## src/rtl/meta_rr_arbiter_pkg.sv

```systemverilog
`default_nettype none
// ----------------------------------------------------------------------------
// meta_rr_arbiter_pkg : queue-manager constants and metadata type  (rev 1.0)
// ----------------------------------------------------------------------------
package meta_rr_arbiter_pkg;

  localparam int NB_PKT_QUEUE_MANAGERS = 4;
  localparam int PKT_QM_ID_WIDTH       = $clog2(NB_PKT_QUEUE_MANAGERS);

  typedef struct packed {
    logic [PKT_QM_ID_WIDTH-1:0] qm_id;
    logic [11:0]                queue_id;
    logic [15:0]                pkt_len;
    logic [1:0]                 flags;
  } pkt_meta_with_queues_t;

  localparam int META_DWIDTH = $bits(pkt_meta_with_queues_t);

  // Index width for n requesters, never narrower than one bit.
  function automatic int ch_width(input int n);
    return (n > 2) ? $clog2(n) : 1;
  endfunction

endpackage
`default_nettype wire

```

## src/rtl/meta_rr_arbiter_if.sv

```systemverilog
`default_nettype none
// ----------------------------------------------------------------------------
// meta_rr_arbiter_if : requester/downstream handshake bundle  (rev 1.0)
// ----------------------------------------------------------------------------
interface meta_rr_arbiter_if
  import meta_rr_arbiter_pkg::*;
#(
  parameter int NB_INPUTS = NB_PKT_QUEUE_MANAGERS,
  parameter int DWIDTH    = META_DWIDTH
);

  localparam int c_CHW = ch_width(NB_INPUTS);

  logic [NB_INPUTS-1:0][DWIDTH-1:0] in_data;
  logic [NB_INPUTS-1:0]             in_valid;
  logic [NB_INPUTS-1:0]             in_ready;
  logic [DWIDTH-1:0]                out_data;
  logic [c_CHW-1:0]                 out_channel;
  logic                             out_valid;
  logic                             out_ready;
  logic [31:0]                      stall_cnt;

  modport slave (
    input  in_data, in_valid, out_ready,
    output in_ready, out_data, out_channel, out_valid, stall_cnt
  );

  modport master (
    output in_data, in_valid, out_ready,
    input  in_ready, out_data, out_channel, out_valid, stall_cnt
  );

endinterface
`default_nettype wire

```

## src/rtl/meta_skid_fifo.sv

```systemverilog
`default_nettype none
// ----------------------------------------------------------------------------
// meta_skid_fifo : 2-entry head/tail buffer, output driven from head register (rev 1.0)
// ----------------------------------------------------------------------------
module meta_skid_fifo #(
  parameter int WIDTH = 8
) (
  input  wire logic             clk,
  input  wire logic             rst,
  input  wire logic             i_push,
  input  wire logic [WIDTH-1:0] i_data,
  input  wire logic             i_pop,
  output logic      [WIDTH-1:0] o_data,
  output logic                  o_valid,
  output logic      [1:0]       o_count
);

  logic [WIDTH-1:0] r_head;
  logic [WIDTH-1:0] r_tail;
  logic [1:0]       r_count;

  // The producer never pushes when full, so a push in the two-entry state is ignored.
  always_ff @(posedge clk) begin
    if (rst) begin
      r_head  <= '0;
      r_tail  <= '0;
      r_count <= 2'd0;
    end else begin
      case (r_count)
        2'd0: begin
          if (i_push) begin
            r_head  <= i_data;
            r_count <= 2'd1;
          end
        end
        2'd1: begin
          case ({i_push, i_pop})
            2'b11: r_head <= i_data;
            2'b10: begin
              r_tail  <= i_data;
              r_count <= 2'd2;
            end
            2'b01: r_count <= 2'd0;
            default: ;
          endcase
        end
        default: begin
          if (i_pop) begin
            r_head  <= r_tail;
            r_count <= 2'd1;
          end
        end
      endcase
    end
  end

  assign o_data  = r_head;
  assign o_valid = (r_count != 2'd0);
  assign o_count = r_count;

endmodule
`default_nettype wire

```

## src/rtl/meta_rr_arbiter.sv

```systemverilog
`default_nettype none
// ----------------------------------------------------------------------------
// meta_rr_arbiter : round-robin arbiter of queue-manager metadata  (rev 1.0)
// ----------------------------------------------------------------------------
module meta_rr_arbiter
  import meta_rr_arbiter_pkg::*;
#(
  parameter int NB_INPUTS = NB_PKT_QUEUE_MANAGERS,
  parameter int DWIDTH    = META_DWIDTH
) (
  input  wire logic        clk,
  input  wire logic        rst,
  meta_rr_arbiter_if.slave bus
);

  localparam int c_CHW = ch_width(NB_INPUTS);
  localparam int c_FW  = DWIDTH + c_CHW;

  logic [c_CHW-1:0]     r_rr_ptr;
  logic [c_CHW-1:0]     w_cand;
  logic [c_CHW-1:0]     w_gnt_idx;
  logic                 w_gnt_vld;
  logic                 w_push;
  logic                 w_pop;
  logic [NB_INPUTS-1:0] w_in_ready;
  logic [1:0]           w_occ;
  logic [c_FW-1:0]      w_fifo_dout;
  logic                 w_fifo_vld;
  logic [31:0]          r_stall_cnt;

  // Scan from the far end back so the candidate nearest r_rr_ptr wins.
  always_comb begin
    w_gnt_vld = 1'b0;
    w_gnt_idx = '0;
    w_cand    = '0;
    for (int k = NB_INPUTS - 1; k >= 0; k--) begin
      w_cand = r_rr_ptr + c_CHW'(k);
      if (bus.in_valid[w_cand]) begin
        w_gnt_vld = 1'b1;
        w_gnt_idx = w_cand;
      end
    end
  end

  // Acceptance looks only at registered occupancy, keeping out_ready off the in_ready path.
  assign w_push = w_gnt_vld && (w_occ < 2'd2) && !rst;

  always_comb begin
    w_in_ready = '0;
    if (w_push) begin
      w_in_ready[w_gnt_idx] = 1'b1;
    end
  end

  always_ff @(posedge clk) begin
    if (rst) begin
      r_rr_ptr <= '0;
    end else if (w_push) begin
      r_rr_ptr <= w_gnt_idx + c_CHW'(1);
    end
  end

  always_ff @(posedge clk) begin
    if (rst) begin
      r_stall_cnt <= '0;
    end else if ((|bus.in_valid) && !w_push && (r_stall_cnt != 32'hFFFF_FFFF)) begin
      r_stall_cnt <= r_stall_cnt + 32'd1;
    end
  end

  meta_skid_fifo #(
    .WIDTH (c_FW)
  ) u_fifo (
    .clk     (clk),
    .rst     (rst),
    .i_push  (w_push),
    .i_data  ({w_gnt_idx, bus.in_data[w_gnt_idx]}),
    .i_pop   (w_pop),
    .o_data  (w_fifo_dout),
    .o_valid (w_fifo_vld),
    .o_count (w_occ)
  );

  assign w_pop = bus.out_valid && bus.out_ready;

  assign bus.in_ready    = w_in_ready;
  assign bus.out_valid   = w_fifo_vld && !rst;
  assign bus.out_data    = rst ? '0 : w_fifo_dout[DWIDTH-1:0];
  assign bus.out_channel = rst ? '0 : w_fifo_dout[c_FW-1:DWIDTH];
  assign bus.stall_cnt   = r_stall_cnt;

endmodule
`default_nettype wire
```

## src/flat_wrapper.sv

```systemverilog
// flat-port wrapper written by rule: the top's interface ports become plain ports
module meta_rr_arbiter_flat import meta_rr_arbiter_pkg::*;
#(
  parameter int NB_INPUTS = NB_PKT_QUEUE_MANAGERS,
  parameter int DWIDTH    = META_DWIDTH
)
  (clk, rst, bus_in_data, bus_in_valid, bus_out_ready, bus_in_ready, bus_out_data, bus_out_channel, bus_out_valid, bus_stall_cnt);
  meta_rr_arbiter_if #(.NB_INPUTS(NB_INPUTS), .DWIDTH(DWIDTH)) bus_i ();
  input  wire logic clk;
  input  wire logic rst;
  input wire logic [$bits(bus_i.in_data)-1:0] bus_in_data;
  input wire logic [$bits(bus_i.in_valid)-1:0] bus_in_valid;
  input wire logic [$bits(bus_i.out_ready)-1:0] bus_out_ready;
  output wire logic [$bits(bus_i.in_ready)-1:0] bus_in_ready;
  output wire logic [$bits(bus_i.out_data)-1:0] bus_out_data;
  output wire logic [$bits(bus_i.out_channel)-1:0] bus_out_channel;
  output wire logic [$bits(bus_i.out_valid)-1:0] bus_out_valid;
  output wire logic [$bits(bus_i.stall_cnt)-1:0] bus_stall_cnt;
  assign bus_i.in_data = bus_in_data;
  assign bus_i.in_valid = bus_in_valid;
  assign bus_i.out_ready = bus_out_ready;
  assign bus_in_ready = bus_i.in_ready;
  assign bus_out_data = bus_i.out_data;
  assign bus_out_channel = bus_i.out_channel;
  assign bus_out_valid = bus_i.out_valid;
  assign bus_stall_cnt = bus_i.stall_cnt;
  meta_rr_arbiter #(.NB_INPUTS(NB_INPUTS), .DWIDTH(DWIDTH)) u_core (.clk(clk), .rst(rst), .bus(bus_i));
endmodule
```

## config.mk

```make
export PLATFORM = sky130hd
export DESIGN_NAME = meta_rr_arbiter_flat
export DESIGN_NICKNAME = d
export VERILOG_FILES = /design/src/rtl/meta_rr_arbiter_pkg.sv /design/src/rtl/meta_rr_arbiter_if.sv /design/src/rtl/meta_skid_fifo.sv /design/src/rtl/meta_rr_arbiter.sv /design/src/flat_wrapper.sv
export SDC_FILE = /design/constraint.sdc
export NUM_CORES = 1
export LEC_CHECK = 0
export CORE_MARGIN = 3
export CORE_UTILIZATION = 25
export DETAILED_ROUTE_END_ITERATION = 16
export HOLD_SLACK_MARGIN = 0.12
export PLACE_DENSITY = 0.49
export SLEW_MARGIN = 20
export SYNTH_ARGS = -nofsm -noshare
export SYNTH_HDL_FRONTEND = slang
export SYNTH_HIERARCHICAL = 1
export SYNTH_SLANG_ARGS = --single-unit
```

## constraint.sdc

```tcl
create_clock -name clk -period 3 [get_ports clk]
set_input_delay 0.6 -clock clk [delete_from_list [all_inputs] [get_ports clk]]
set_output_delay 0.6 -clock clk [all_outputs]
set_load 0.01 [all_outputs]
```

==> impl_metrics.tcl, run 1 <==
set metrics [dict create \
    post_synthesis_register_bit_count 104 \
    synthCells 697 \
    synth_xor_xnor_area_share_pct 0.572 \
    finalPower_mw 4.72 \
    via_count 5761 \
    launch_point_of_the_worst_path "bus_in_valid[2]" \
    htreeDepth 3 \
    clock-root-buffer "sky130_fd_sc_hd__clkbuf_16" \
    netlist_area_um2 6130 \
    reg2reg_to "u_core/bus.stall_cnt[30]" \
    cpPeakStageDelay_ns 0.52 \
    critPathBufInv 4 \
    yosysWarningCount 6 \
    cts_inserted_buffers 9 \
    report.final.setup_viol 0 \
    synth_top_family_by_area "multiplexers" \
    globalRouteOverflowTotal 0 \
    syn-mean-instance-area_um2 8.79 \
    timing.hold.worst.class "flip-flop to flip-flop" \
    pin_count_of_the_biggest_net_entering_global_routing 62 \
    setup_repair_after_global_routing_missed_its_margin "no" \
    worstHoldEndpoint "u_core/u_fifo/r_tail[28]" \
    count_of_hold_fix_buffers_inserted_at_cts 0 \
    port-buffer-count 205 \
    cp_data_arrival_time_ns 2.28 \
    place_congestion 0.753 \
    clock_insertion_delay_worst_skew_ns 0.35 \
    type_of_element_launching_the_critical_path "input port" \
    max_slew.worst_pin.slew_ns 0.750 \
    post_route_cells_drive_above_1_share_pct 11.3 \
    cts_repair_resize_count 7 \
    worst_clock_skew_ns 0.00975 \
    vdd_ir_drop_max_mv 0.253 \
    final_max_slew_viol_count 0 \
    detail_route.wl_per_cell_um 16.0 \
    critical_path.top_delay_family "buffers and inverters" \
    hold_worst_slack_ns 0.457 \
    synth_fp_nets 837 \
    ys_seq_area_share_pct 34.0 \
    clockBufferDepth 2 \
    dpl.hpwl_um 13700 \
    final_layout_setup_total_negative_slack_ns 0 \
    antenna-diode-count 0 \
    worst_reg_to_reg_cells 5 \
    asyncSetResetFlopFracSynth_pct 0 \
    synth.mux.area_fraction_pct 22.5 \
    cp_slowest_cell "sky130_fd_sc_hd__clkdlybuf4s50_1" \
    finalWirelength_um 19400 \
    critPathCaptureType "primary output" \
    r2r_setup_slack_ns 0.53 \
    synth_compound_gate_area_share_pct 17.6 \
    clkSinkCount 104 \
    core_area_um2 23800 \
    floorplan.initialDensity_pct 25.8 \
    drcViolationCount 0 \
    max_clock_freq_ghz 0.347 \
    crit_path_cell_trace "clkdlybuf4s50_1 -> inv_1 -> o22ai_1 -> a21oi_4 -> buf_4 -> ha_1 -> and2_1 -> dlygate4sd2_1" \
    die_width_um 163 \
    critical_path_required_ns 2.40 \
    status "finished clean" \
    rows 56 \
    min_period_ns 2.88 \
    num-fill-cells 2419 \
    cellPowerDensity_nw_per_um2 527 \
    regToRegStartpoint "u_core/bus.stall_cnt[3]" \
    tritoncts "yes" \
    drt.antenna.violating_nets 0 \
    hold_path.startpoint "u_core/u_fifo/r_tail[28]" \
    post_cts.repair.setup_buffers 0 \
    setup.worst_path.class "input port to primary output" \
    viasPerCell 4.76 \
    drt_iter0_drc 248 \
    final_cycle_utilization_of_the_critical_path_pct 96.1 \
    global_route_wire_length_before_repair_um 30300 \
    globalRouteTotalUtil_pct 14.3 \
    crit_fanout 3 \
    synthToLayoutAreaGrowth_pct 46.2 \
    grt_antenna_before_repair 0 \
    pin_count 206 \
    num-nets-final 1027 \
    die_area_um2 26400 \
    synth-edff-count 0 \
    p_leak_nw 3.27 \
    synthAdderAreaFrac_pct 1.02 \
    drt-pass1-iter-count 4 \
    synth_simple_gate_area_share_pct 19.3 \
    synth_cell_types 45 \
    die_h_um 163 \
    first_global_vias 5559 \
    hold_violations 0 \
    clkSlewWorstSetupHoldPaths_ns 0.07 \
    timing.max_slew.rel_slack_pct 50.0 \
    min_delay_path_depth 2 \
    max_cap_viol_count 0 \
    ys.flop_type "sky130_fd_sc_hd__dfxtp_1" \
]
tightest hold or removal path, stage by stage (launching register included):
cell,delay [ns]
sky130_fd_sc_hd__dfxtp_1,0.31
sky130_fd_sc_hd__nand2_1,0.05
sky130_fd_sc_hd__a21oi_1,0.05
synthesized netlist by cell type, types with 2 or more instances:
cell type	number	share of area (%)
sky130_fd_sc_hd__inv_1	9	0.55
sky130_fd_sc_hd__or4_1	11	1.3
sky130_fd_sc_hd__or2_2	4	0.41
sky130_fd_sc_hd__mux2_2	5	0.92
sky130_fd_sc_hd__o21ai_0	14	1.1
sky130_fd_sc_hd__mux2i_1	132	22
sky130_fd_sc_hd__nor2_1	15	0.92
sky130_fd_sc_hd__buf_4	2	0.25
sky130_fd_sc_hd__nand2b_1	4	0.41
sky130_fd_sc_hd__dfxtp_1	104	34
sky130_fd_sc_hd__o31ai_1	9	1.1
sky130_fd_sc_hd__o22ai_1	3	0.31
sky130_fd_sc_hd__a211oi_2	30	6.1
sky130_fd_sc_hd__buf_6	5	0.92
sky130_fd_sc_hd__or3_1	14	1.4
sky130_fd_sc_hd__xnor2_1	2	0.29
sky130_fd_sc_hd__and3_1	3	0.31
sky130_fd_sc_hd__and4_1	3	0.43
sky130_fd_sc_hd__buf_1	5	0.31
sky130_fd_sc_hd__nand3_1	9	0.74
sky130_fd_sc_hd__a211oi_1	5	0.61
sky130_fd_sc_hd__ha_1	5	1.0
sky130_fd_sc_hd__nor2b_1	40	4.1
sky130_fd_sc_hd__nor3_1	7	0.57
sky130_fd_sc_hd__xor2_1	2	0.29
sky130_fd_sc_hd__buf_2	12	0.98
sky130_fd_sc_hd__nand2_1	81	5.0
sky130_fd_sc_hd__nor4_1	6	0.61
sky130_fd_sc_hd__clkbuf_1	32	2.0
sky130_fd_sc_hd__nand4_1	11	1.1
sky130_fd_sc_hd__and2_1	5	0.51
sky130_fd_sc_hd__a21oi_1	95	7.8
layout make-up:
class / instances / area [um^2] / area share, %
inverter: 9 / 33.8 / 0.377
clock inverter: 5 / 56.3 / 0.629
timing repair buffer: 235 / 2320 / 25.9
sequential: 104 / 2080 / 23.3
multi-input combinational: 528 / 3820 / 42.6
clock buffer: 11 / 243 / 2.71
tap: 319 / 399 / 4.46
stage by stage:
stage	cell area [um^2]	util (%)	instances	setup WS, ns
after global routing	8950	37.7	1211	0.0255
after floorplan	6130	-	697	0.108
final	8950	37.7	1211	0.117
after CTS	8950	37.7	1211	0.0164
after global placement	8640	36.4	1195	-0.235
after detailed placement	8640	36.4	1195	-0.187
cell usage in the layout, fill, tap and decap left out, drive strengths merged, types with 4 or more instances in the layout:
cell           count
clkbuf            11
a211oi            35
nor4               7
or2                5
dlygate4sd2        5
or3               14
nand2             81
inv                9
buf               31
nand3              9
mux2i            132
o31ai              9
nand2b             4
mux2               5
nor2              15
o21ai             14
dfxtp            104
ha                 5
and2               6
a21oi             95
nor2b             40
or4               12
nand4             12
clkdlybuf4s50    198
nor3               8
registers in the layout, summed over array words and instances (netlist names):
register and flops:
u_core/bus.stall_cnt 32, u_core/r_rr_ptr 2, u_core/u_fifo/o_data 34, u_core/u_fifo/o_count 2
u_core/u_fifo/r_tail 34
how the worst max path moves through the flow:
stage | to | cells past startpoint
after detailed placement | bus_in_ready[2] | 10
final | bus_in_ready[1] | 8
after global routing | bus_in_ready[2] | 8
after global placement | bus_in_ready[0] | 9
after floorplan | bus_in_ready[0] | 9
after CTS | bus_in_ready[2] | 10
power breakdown:
group          internal, mW  leakage [nW]  switching (mW)
logic                 0.932          2.28           0.961
clock network         0.670         0.145           0.539
registers              1.53         0.849          0.0927
total                  3.13          3.27            1.59
per-layer routing:
metal / track usage, % / share of wire (%) / vias to the layer above
li1: - / - / 2904
met5: 0 / 0 / -
met3: 3.97 / 5.8 / 8
met4: 2.65 / 0.62 / 0
met1: 18.1 / 45 / 2708
met2: 24.7 / 48 / 141
cells by family (layout without fill, tap and decap cells):
family / Yosys count / count (layout)
multiplexers: 137 / 137
flip-flops: 104 / 104
AO/OA/AOI/OAI: 160 / 160
AND/OR/NAND/NOR: 222 / 222
buffers and inverters: 65 / 260
XOR/XNOR: 4 / 4
adder cells (fa/ha/maj): 5 / 5
Note: power is estimated with default switching activity, not from simulation.
==> run 2, diff against run 1 <==
--- a/config.mk
+++ b/config.mk
@@ -8,10 +8,10 @@
 export CORE_MARGIN = 3
 export CORE_UTILIZATION = 25
 export DETAILED_ROUTE_END_ITERATION = 16
+export GPL_ROUTABILITY_DRIVEN = 1
 export HOLD_SLACK_MARGIN = 0.12
-export PLACE_DENSITY = 0.49
+export PLACE_DENSITY = 0.48
 export SLEW_MARGIN = 20
 export SYNTH_ARGS = -nofsm -noshare
 export SYNTH_HDL_FRONTEND = slang
-export SYNTH_HIERARCHICAL = 1
 export SYNTH_SLANG_ARGS = --single-unit
==> impl_metrics.tcl, run 2 <==
set metrics [dict create \
    drt-pass1-iter-count 5 \
    synth-edff-count 0 \
    p_leak_nw 3.17 \
    status "finished clean" \
    mostFrequentLayoutCells "198 x sky130_fd_sc_hd__clkdlybuf4s50_1, 102 x sky130_fd_sc_hd__dfxtp_1, 79 x sky130_fd_sc_hd__nand2_1" \
    max_cap_viol_count 0 \
    cpPeakStageDelay_ns 0.48 \
    clkSlewWorstSetupHoldPaths_ns 0.07 \
    clock_insertion_delay_worst_skew_ns 0.35 \
    finish.cell_count_without_fillers 1382 \
    type_of_element_launching_the_critical_path "input port" \
    netlist_area_um2 6730 \
    max_clock_freq_ghz 0.345 \
    synthToLayoutAreaGrowth_pct 43.8 \
    antenna-diode-count 0 \
    setup.worst_path.class "input port to flip-flop" \
    clock-root-buffer "sky130_fd_sc_hd__clkbuf_16" \
    critPathMostFrequentCell "sky130_fd_sc_hd__buf_4" \
    layout.cells.most_common "sky130_fd_sc_hd__clkdlybuf4s50_1" \
    die_width_um 170 \
    port-buffer-count 205 \
    final_core_utilization_pct 36.8 \
    num-nets-final 1182 \
    post_synthesis_register_bit_count 104 \
    post_route_cells_drive_above_1_share_pct 10.4 \
    critPathCaptureType "flip-flop" \
    cellPowerDensity_nw_per_um2 519 \
    regToRegStartpoint "u_core.r_rr_ptr[0]" \
    drt.antenna.violating_nets 0 \
    synth_cell_types 55 \
    synth_fp_nets 1006 \
    rows 59 \
    first_global_vias 6891 \
    synth_top_cell_area_share_pct 30.9 \
    global_route_wire_length_before_repair_um 39200 \
    pin_count_of_the_biggest_net_entering_global_routing 97 \
    syn-mean-instance-area_um2 7.77 \
    gr-usage-met1_pct 21.6 \
    die_h_um 170 \
    globalRouteTotalUtil_pct 17.0 \
    crit_path_cell_trace "clkdlybuf4s50_1 -> buf_4 -> nand2b_1 -> and4_4 -> buf_4 -> buf_12 -> nor3b_1 -> o32ai_1 -> buf_4 -> o221ai_1" \
    yosysWarningCount 0 \
    count_of_hold_fix_buffers_inserted_at_cts 0 \
    cts_inserted_buffers 9 \
    max_slew.worst_pin.slew_ns 0.698 \
    place_congestion 0.785 \
    post-synth-top-count-cell "sky130_fd_sc_hd__dfxtp_1" \
    htreeDepth 3 \
    ys_top_cells_by_area "sky130_fd_sc_hd__dfxtp_1 31%, sky130_fd_sc_hd__o221ai_1 8.3%, sky130_fd_sc_hd__nor3b_1 7.1%" \
    via_count 7235 \
    drt_iter0_drc 409 \
    finalWirelength_um 25500 \
    pin_count 206 \
    grtUsageMet2_pct 28.5 \
    dpl.hpwl_um 17700 \
    drcViolationCount 0 \
    synth_top_cells_by_count "104 x sky130_fd_sc_hd__dfxtp_1, 80 x sky130_fd_sc_hd__nand2_1, 78 x sky130_fd_sc_hd__clkbuf_1" \
    vdd_ir_drop_max_mv 0.250 \
    final_layout_setup_total_negative_slack_ns 0 \
    final_cycle_utilization_of_the_critical_path_pct 96.6 \
    setup_repair_after_global_routing_missed_its_margin "no" \
    synthCells 866 \
    min_period_ns 2.90 \
    hold_path.startpoint "u_core.u_fifo.r_tail[31]" \
    tritoncts "yes" \
    critical_path_required_ns 3.23 \
    asyncSetResetFlopFracSynth_pct 0 \
    crit_fanout 61 \
    hold_worst_slack_ns 0.472 \
    ys_seq_area_share_pct 30.9 \
    launch_point_of_the_worst_path "bus_in_valid[1]" \
    met3_usage_pct 5.55 \
    grt_antenna_before_repair 5 \
    timing.hold.worst.class "flip-flop to flip-flop" \
    cp_data_arrival_time_ns 3.12 \
    worst_clock_skew_ns 0.00921 \
    final_max_slew_viol_count 0 \
    grt-busiest-layer "met2" \
    globalRouteOverflowTotal 0 \
    ys.flop_type "sky130_fd_sc_hd__dfxtp_1" \
    detail_route.wl_per_cell_um 18.4 \
    clockBufferDepth 2 \
    die_area_um2 28900 \
    synth_area_leader_cell "sky130_fd_sc_hd__dfxtp_1" \
    hold_violations 0 \
    core_area_um2 26300 \
    report.final.setup_viol 0 \
    place.detailed.instances 1364 \
    timing.max_slew.rel_slack_pct 53.5 \
    floorplan.initialDensity_pct 25.6 \
    viasPerCell 5.24 \
    cp_slowest_cell "sky130_fd_sc_hd__clkdlybuf4s50_1" \
    clkSinkCount 104 \
]
-- run 2: worst paths after layout --
path / to / slack, ns / cells after the start
min reg2reg: u_core.u_fifo.r_tail[31] / 0.47 / 2
max reg2reg: u_core.u_fifo.o_data[21] / 0.50 / 8
max: u_core.u_fifo.o_data[21] / 0.10 / 10
min: u_core.u_fifo.r_tail[31] / 0.47 / 2
-- run 2: kinds of logic after synthesis --
| family | Yosys count | share of synthesized area [%] |
|---|---|---|
| flip-flops | 104 | 30.9 |
| AO/OA/AOI/OAI | 218 | 23.9 |
| XOR/XNOR | 11 | 1.43 |
| adder cells (fa/ha/maj) | 5 | 0.929 |
| AND/OR/NAND/NOR | 412 | 35.2 |
| buffers and inverters | 109 | 6.60 |
| multiplexers | 7 | 1.08 |
-- run 2: timing repair --
action | 4_1_cts | 5_1_grt
buffers inserted | 1 | 1
pin swaps | 2 | 1
gates resized for setup | 18 | 5
endpoints found under the setup margin | 4 | 29
-- run 2: cell type report --
cell class | count | area, um^2
repair buffers | 262 | 2590
clock buffers | 10 | 229
clock inverters | 6 | 43.8
multi-input cells | 653 | 4270
flip-flops and latches | 104 | 2080
well taps | 335 | 419
inverters | 12 | 45.0
fillers | 2752 | 16600
-- run 2: stage by stage --
stage,power (mW),setup WS [ns],instance area (um^2)
6_report,5.03,0.103,9680
3_3_place_gp,3.91,-0.462,9400
2_1_floorplan,2.93,0.165,6730
3_5_place_dp,3.92,-0.492,9400
5_1_grt,5.37,0.0269,9680
4_1_cts,5.11,0.000735,9690
-- run 2: where the power goes --
group / leakage (nW) / switching, mW / internal, mW
logic: 2.18 / 1.19 / 1.07
clock network: 0.133 / 0.564 / 0.569
registers: 0.852 / 0.0664 / 1.57
-- run 2: layer usage --
layer / up-vias / share of wire [%]
li1: 3628 / -
met1: 3385 / 45
met2: 192 / 47
met3: 20 / 7.2
met4: 10 / 0.65
met5: - / 0.25
-- run 2: critical path, delay by kind of cell --
kind	cells	cell delay, ns
AOI/OAI and AO/OA	2	0.56
buffers and inverters	5	1.45
and+or+nand+nor	3	0.43
